<file path="src/rtl/dma_ep_pkg.sv">
// Shared types and constants for the DMA I/O endpoint (dma_io_endpoint and its FIFO).
package dma_ep_pkg;

    localparam int DMA_DB_W = 8;

    typedef enum logic [1:0] {
        IDLE = 2'd0,
        REQ  = 2'd1,
        XFER = 2'd2,
        TERM = 2'd3
    } ep_state_e;

    typedef enum logic {
        DEV2MEM = 1'b0,
        MEM2DEV = 1'b1
    } ep_dir_e;

endpackage

</file>
<file path="src/rtl/dma_ep_fifo.sv">
// Synchronous FIFO for the DMA endpoint: power-of-two depth, free-running
// pointers, occupancy counter one bit wider than the pointers.
module dma_ep_fifo
    import dma_ep_pkg::*;
#(
    parameter int DEPTH = 16,
    parameter int W     = DMA_DB_W
) (
    input  logic                       clk,
    input  logic                       rst_n,
    input  logic                       push_i,
    input  logic                       pop_i,
    input  logic [W-1:0]               wdata_i,
    output logic [W-1:0]               rdata_o,
    output logic                       full_o,
    output logic                       empty_o,
    output logic [$clog2(DEPTH):0]     count_o
);

    localparam int AW = $clog2(DEPTH);
    localparam logic [AW:0]   FULL_CNT = (AW+1)'(DEPTH);
    localparam logic [AW:0]   CNT_ONE  = (AW+1)'(1);
    localparam logic [AW-1:0] PTR_ONE  = AW'(1);

    logic [W-1:0]  mem_q [DEPTH];
    logic [AW-1:0] wr_ptr_q, rd_ptr_q;
    logic [AW:0]   count_q;
    logic          do_push, do_pop;

    assign full_o  = (count_q == FULL_CNT);
    assign empty_o = (count_q == '0);
    assign count_o = count_q;
    assign rdata_o = mem_q[rd_ptr_q];

    assign do_push = push_i & ~full_o;
    assign do_pop  = pop_i & ~empty_o;

    always_ff @(posedge clk or negedge rst_n) begin
        if (!rst_n) begin
            wr_ptr_q <= '0;
            rd_ptr_q <= '0;
            count_q  <= '0;
        end else begin
            if (do_push) wr_ptr_q <= wr_ptr_q + PTR_ONE;
            if (do_pop)  rd_ptr_q <= rd_ptr_q + PTR_ONE;
            case ({do_push, do_pop})
                2'b10:   count_q <= count_q + CNT_ONE;
                2'b01:   count_q <= count_q - CNT_ONE;
                default: count_q <= count_q;
            endcase
        end
    end

    // Storage carries no reset; stale entries are unreachable once the pointers clear.
    always_ff @(posedge clk) begin
        if (do_push) mem_q[wr_ptr_q] <= wdata_i;
    end

endmodule

</file>
<file path="src/rtl/dma_io_endpoint.sv">
// Peripheral side of the 8237A DREQ/DACK handshake, FIFO-backed.
// Define DMA_EP_PROTO_CHECK_EN to latch protocol violations on err.
module dma_io_endpoint
    import dma_ep_pkg::*;
#(
    parameter int DEPTH  = 16,
    parameter int THRESH = 4
) (
    input  logic                CLK,
    input  logic                RESET,
    input  logic                enable,
    input  logic                dir,
    input  logic                flush,
    output logic                dreq,
    input  logic                dack,
    input  logic                ior_n,
    input  logic                iow_n,
    input  logic                eop_n,
    input  logic [DMA_DB_W-1:0] db_in,
    output logic [DMA_DB_W-1:0] db_out,
    output logic                db_oe,
    input  logic                dev_wr_valid,
    output logic                dev_wr_ready,
    input  logic [DMA_DB_W-1:0] dev_wr_data,
    output logic                dev_rd_valid,
    input  logic                dev_rd_ready,
    output logic [DMA_DB_W-1:0] dev_rd_data,
    output logic                done,
    output logic                err
);

    localparam int CW = $clog2(DEPTH) + 1;
    localparam logic [CW-1:0] DEP = CW'(DEPTH);
    localparam logic [CW-1:0] THR = CW'(THRESH);
    localparam logic [CW-1:0] ONE = CW'(1);

    ep_state_e           state_q, state_d;
    ep_dir_e             dir_q;
    logic                enable_q, armed_q, armed_d;
    logic                ior_q, iow_q, ior_bad_q, iow_bad_q;
    logic [DMA_DB_W-1:0] db_q;

    logic                full, empty, fifo_push, fifo_pop;
    logic [DMA_DB_W-1:0] fifo_wdata, head;
    logic [CW-1:0]       count, count_nxt, free, free_nxt;
    logic                dir0, enable_rise, ior_off, iow_off;
    logic                ior_rise, iow_rise, bus_pop, bus_push, dev_push, dev_pop;
    logic                start, cont_nxt, xfer, eop, strobe_idle;

    dma_ep_fifo #(.DEPTH(DEPTH), .W(DMA_DB_W)) u_fifo (
        .clk     (CLK),
        .rst_n   (RESET),
        .push_i  (fifo_push),
        .pop_i   (fifo_pop),
        .wdata_i (fifo_wdata),
        .rdata_o (head),
        .full_o  (full),
        .empty_o (empty),
        .count_o (count)
    );

    assign dir0        = (dir_q == DEV2MEM);
    assign enable_rise = enable & ~enable_q;
    assign eop         = ~eop_n & dack;
    assign strobe_idle = ior_n & iow_n;

    // A strobe flagged while low is void for its whole pulse and moves no data.
    assign ior_off  = ~ior_n & (~dack | ~dir0 | empty);
    assign iow_off  = ~iow_n & (~dack | dir0 | full);
    assign ior_rise = ior_n & ~ior_q & dack & ~ior_bad_q;
    assign iow_rise = iow_n & ~iow_q & dack & ~iow_bad_q;
    assign bus_pop  = ior_rise & dir0 & ~empty;
    assign bus_push = iow_rise & ~dir0 & ~full;
    assign xfer     = bus_pop | bus_push;

    assign dev_wr_ready = dir0 & ~full;
    assign dev_rd_valid = ~dir0 & ~empty;
    assign dev_rd_data  = head;
    assign dev_push     = dev_wr_valid & dev_wr_ready;
    assign dev_pop      = dev_rd_valid & dev_rd_ready;

    assign fifo_push  = dev_push | bus_push;
    assign fifo_pop   = dev_pop | bus_pop;
    assign fifo_wdata = dir0 ? dev_wr_data : db_q;

    always_comb begin
        count_nxt = count;
        if (fifo_push && !fifo_pop)      count_nxt = count + ONE;
        else if (!fifo_push && fifo_pop) count_nxt = count - ONE;
    end

    assign free     = DEP - count;
    assign free_nxt = DEP - count_nxt;
    assign start    = dir0 ? ((count >= THR) | (flush & (count != '0))) : (free >= THR);
    assign cont_nxt = dir0 ? (count_nxt != '0) : (free_nxt != '0);

    always_comb begin
        state_d = state_q;
        armed_d = armed_q;
        case (state_q)
            IDLE: if (enable && armed_q && start) state_d = REQ;
            REQ: begin
                if (eop)                          state_d = TERM;
                else if (!enable && strobe_idle)  state_d = IDLE;
                else if (dack)                    state_d = XFER;
            end
            XFER: begin
                if (eop)                          state_d = TERM;
                else if (!enable && strobe_idle)  state_d = IDLE;
                else if (!dack)                   state_d = IDLE;
                else if (xfer && !cont_nxt)       state_d = IDLE;
            end
            TERM: begin
                state_d = IDLE;
                armed_d = 1'b0;
            end
            default: state_d = IDLE;
        endcase
        if (enable_rise) armed_d = 1'b1;
    end

    always_ff @(posedge CLK or negedge RESET) begin
        if (!RESET) begin
            state_q   <= IDLE;
            dir_q     <= DEV2MEM;
            enable_q  <= 1'b0;
            armed_q   <= 1'b0;
            ior_q     <= 1'b1;
            iow_q     <= 1'b1;
            ior_bad_q <= 1'b0;
            iow_bad_q <= 1'b0;
            db_q      <= '0;
        end else begin
            state_q   <= state_d;
            armed_q   <= armed_d;
            enable_q  <= enable;
            if (enable_rise) dir_q <= ep_dir_e'(dir);
            ior_q     <= ior_n;
            iow_q     <= iow_n;
            ior_bad_q <= ior_off | (ior_bad_q & ~ior_n);
            iow_bad_q <= iow_off | (iow_bad_q & ~iow_n);
            if (!iow_n) db_q <= db_in;
        end
    end

`ifdef DMA_EP_PROTO_CHECK_EN
    logic err_q;
    always_ff @(posedge CLK or negedge RESET) begin
        if (!RESET) err_q <= 1'b0;
        else        err_q <= err_q | ior_off | iow_off;
    end
    assign err = err_q;
`else
    assign err = 1'b0;
`endif

    assign dreq   = (state_q == REQ) || (state_q == XFER);
    assign done   = (state_q == TERM);
    // Gated by RESET so the bus is released the instant reset asserts.
    assign db_oe  = RESET & dack & ~ior_n & dir0;
    assign db_out = db_oe ? head : '0;

endmodule

</file>
<file path="config.mk">
export PLATFORM = sky130hd
export DESIGN_NAME = dma_io_endpoint
export DESIGN_NICKNAME = d
export VERILOG_FILES = /design/src/rtl/dma_ep_pkg.sv /design/src/rtl/dma_ep_fifo.sv /design/src/rtl/dma_io_endpoint.sv
export SDC_FILE = /design/constraint.sdc
export NUM_CORES = 1
export LEC_CHECK = 0
export CAP_MARGIN = 5
export CORE_UTILIZATION = 30
export CTS_BUF_LIST = sky130_fd_sc_hd__clkbuf_4
export DETAILED_ROUTE_END_ITERATION = 7
export PLACE_DENSITY_LB_ADDON = 0.1
export SYNTH_ARGS = -nofsm -noshare
export SYNTH_HDL_FRONTEND = slang
export SYNTH_SLANG_ARGS = --single-unit
</file>
<file path="constraint.sdc">
create_clock -name CLK -period 5.42 [get_ports CLK]
set_input_delay 1.084 -clock CLK [delete_from_list [all_inputs] [get_ports CLK]]
set_output_delay 1.084 -clock CLK [all_outputs]
set_load 0.1 [all_outputs]
</file>
==> results of run 1 <==
[through the flow]
| step | setup slack [ns] | power (uW) | hold slack [ns] | area [um2] | std cells |
|---|---|---|---|---|---|
| finish | 0.6939 | 4292 | 0.5185 | 8182 | 743 |
| detailed placement | 1.164 | 3538 | 0.4901 | 7845 | 711 |
| floorplan | 0.3155 | 3063 | 0.4723 | 6960 | 393 |
| global placement | 1.205 | 3532 | 0.4851 | 7845 | 711 |
| global route | 0.5028 | 4514 | 0.5360 | 8182 | 743 |
| CTS | 0.6070 | 4350 | 0.5235 | 8179 | 742 |
[cells in the mapped netlist (2+ instances only)]
cell type  instances  area share [%]
o211ai_2           3            0.54
nor2_1            14            0.76
or3_1              3            0.27
nor2b_1            5            0.45
buf_2              5            0.36
mux4_2            40              13
dfrtp_1           28              10
and4_1             8             1.0
nand2b_1           4            0.36
clkbuf_1          10            0.54
nand4_1            2            0.18
ha_1              18             3.2
nand3b_1           2            0.22
a21oi_1            6            0.43
nor3_1             2            0.14
buf_6              2            0.32
dfstp_2            2            0.76
and2_1            21             1.9
o21ai_0            3            0.22
nand3_1            2            0.14
xnor2_1           10             1.3
nand2_1           12            0.65
mux2_2            19             3.1
xor2_1             4            0.50
inv_1             12            0.65
edfxtp_1         128              55
nand4b_1           3            0.38
[power by group]
part           switching, uW  internal [uW]
clock                    437            375
sequential               202           1470
combinational           1120            685
total                   1760           2530
[how the worst max path moves through the flow]
stage | startpoint | end | slack, ns | cells past startpoint
CTS | u_fifo.rd_ptr_q[0]$_DFFE_PN0P_ | dev_rd_data[2] | 0.61 | 4
global route | u_fifo.rd_ptr_q[0]$_DFFE_PN0P_ | dev_rd_data[2] | 0.50 | 4
detailed placement | dack | state_q[1]$_DFFE_PN0P_ | 1.16 | 13
global placement | dack | state_q[1]$_DFFE_PN0P_ | 1.20 | 13
finish | u_fifo.rd_ptr_q[0]$_DFFE_PN0P_ | dev_rd_data[2] | 0.69 | 4
floorplan | dack | db_out[7] | 0.32 | 3
[flip-flops by register name, summed over array words and instances (netlist names), 2 cells and up]
| signal | cells |
|---|---|
| db_q | 8 |
| state_q | 2 |
| u_fifo.wr_ptr_q | 4 |
| u_fifo.mem_q | 128 |
| u_fifo.rd_ptr_q | 4 |
| u_fifo.count_o | 5 |
[metal layers]
metal	track usage [%]	share of wire (%)
met5	0	0
met4	4.526	0.79
met3	3.054	3.0
met2	23.96	51
met1	18.94	46
[layout make-up]
class / count / area (um2)
Sequential cell: 158 / 4598
Timing Repair Buffer: 52 / 623.1
Clock buffer: 17 / 127.6
Inverter: 12 / 45.04
Tap cell: 285 / 356.6
Clock inverter: 14 / 206.4
Antenna cell: 1 / 2.502
Fill cell: 2136 / 14530
Multi-Input combinational cell: 204 / 2222
[cell usage in the layout, fill, tap and decap left out, types with 3 or more instances in the layout]
master             n
a21oi_1            6
and2_1            21
and4_1             8
buf_12            11
buf_4              3
bufinv_16          4
clkbuf_4          17
clkdlybuf4s50_1   38
clkinvlp_4         3
dfrtp_1           27
edfxtp_1         128
ha_1              18
inv_1             12
inv_6              5
mux2_2            19
mux4_2            40
nand2_1           12
nand2b_1           4
nand4b_1           3
nor2_1            14
nor2b_1            5
o211ai_2           3
o21ai_0            3
or3_1              3
xnor2_1           10
xor2_1             4
[logic make-up (layout without fill, tap and decap cells)]
logic type      Yosys count  in the layout
fa+ha+maj                18             18
mux                      61             61
flops                   158            158
other cells               1              2
buf+inv                  31             95
simple gates             87             87
compound gates           23             23
xor+xnor                 14             14
[critical path, cell delays in order (launching register included)]
cell and delay [ns]:
dfrtp_2 0.75, buf_12 0.28, mux4_2 0.58, mux4_2 0.50
clkdlybuf4s50_1 0.98
==> run metrics, run 1 <==
outcome finished, final reports clean; grt ovf 0; period utilization 87.20%; CTS Sinks 158; Layout Nets 490; Setup CP Type flip-flop to output port; final setup fails 0; Root Buffer clkbuf_4; MaxCap Viol Count 0; Max Fclk 211.6 MHz; Reg clk slew, reported paths 0.13 ns; post-CTS resize count 0; hold-critical path depth 1; Final min period 4.726 ns; Hold Vio Cnt, Final 0; P&R area growth vs syn 17.65%; max_slew headroom 35.04%; Die W 154.3 um; CTS tree yes; WP data arrival 3.64 ns; cell leakage power 0.002760 uW; Hold Crit Class flip-flop to flip-flop; drt total wl 15.86 mm; Worst IR Drop VDD 0.2581 mV; Routed Antenna Nets 0; Cell Area, Synth 0.006954 mm2; Final Util 36.03%; drt wl/cell 21.35 um; initial core utilization 30.62%; CTS Buffer Depth 2; Setup Fix Bufs, Post-CTS 0; top_reg_cell synth edfxtp_1; Synth warnings 0; FF-to-FF End state_q[1]$_DFFE_PN0P_; Simple-Gate Fraction of Synth Area 7.575%; Tot GR Track Use 14.42%; Die Y 154.3 um; cts hold-fix bufs 0; Reg2Reg Depth 16; Synth async-reset ratio 18.99%; RSZ-0062 raised after global routing false; io pins 49; Yosys reg bits 158; Startpoint Class flip-flop; post-synthesis mux area share 16.34%; largest net degree at the start of global routing 32; hold path startpoint db_q[4]$_DFFE_PN0N_; P per Cell Area 524.5 mW/mm2; TritonRoute pass-1 iters 4; hold-critical path endpoint db_q[4]$_DFFE_PN0N_; Adder-Cell Fraction of Synth Area 3.239%; cell count after synthesis 393; complex-gate fraction of the synthesized area 2.897%; row count 55; first-pass GRT wire length 24.47 mm; Clock Skew 0.02368 ns; library cells used by synthesis 52; # port buffers 47; largest family of logic cells by synthesized area multiplexers; DP Wirelength 10.95 mm; critical path fanouts, max 21; antenna violations before repair 1; register area share after synthesis 66.10%; fin. max-slew vios 0; share of layout cells above drive strength 1 24.95%; DRC viols 0; synthesized netlist net count 438; TritonCTS buffer count 17; CP Data Required Time 4.34 ns; Syn Area/Cell 17.70 um2; DR iter-0 viols 194; Die ar. 0.02379 mm2; core area 0.02271 mm2; Crit Reg-Reg Startpoint u_fifo.count_o[0]$_DFFE_PN0P_; CP endpoint kind output port; Post-synth EDFFs 128; H-tree depth 4; number of global-route vias before repair 3885; worst-skew pair later-pin latency 0.53 ns; routed via count 3576; via/cell ratio 4.813; Post-Synth XOR/XNOR Area 1.763%; GPL Wtd Cong 0.7264; worst slew pin tran 0.9713 ns; final setup TNS 0 ns; R2R Setup Slk 1.46 ns
Note: power is estimated with default switching activity, not from simulation.
==> inputs of run 2 (changes only) <==
--- a/config.mk
+++ b/config.mk
@@ -10,6 +10,7 @@
 export CTS_BUF_LIST = sky130_fd_sc_hd__clkbuf_4
 export DETAILED_ROUTE_END_ITERATION = 7
 export PLACE_DENSITY_LB_ADDON = 0.1
+export SETUP_SLACK_MARGIN = 0.2
 export SYNTH_ARGS = -nofsm -noshare
 export SYNTH_HDL_FRONTEND = slang
 export SYNTH_SLANG_ARGS = --single-unit
==> results of run 2 <==
Final layout, timing and power as in run 1 (identical DEF).
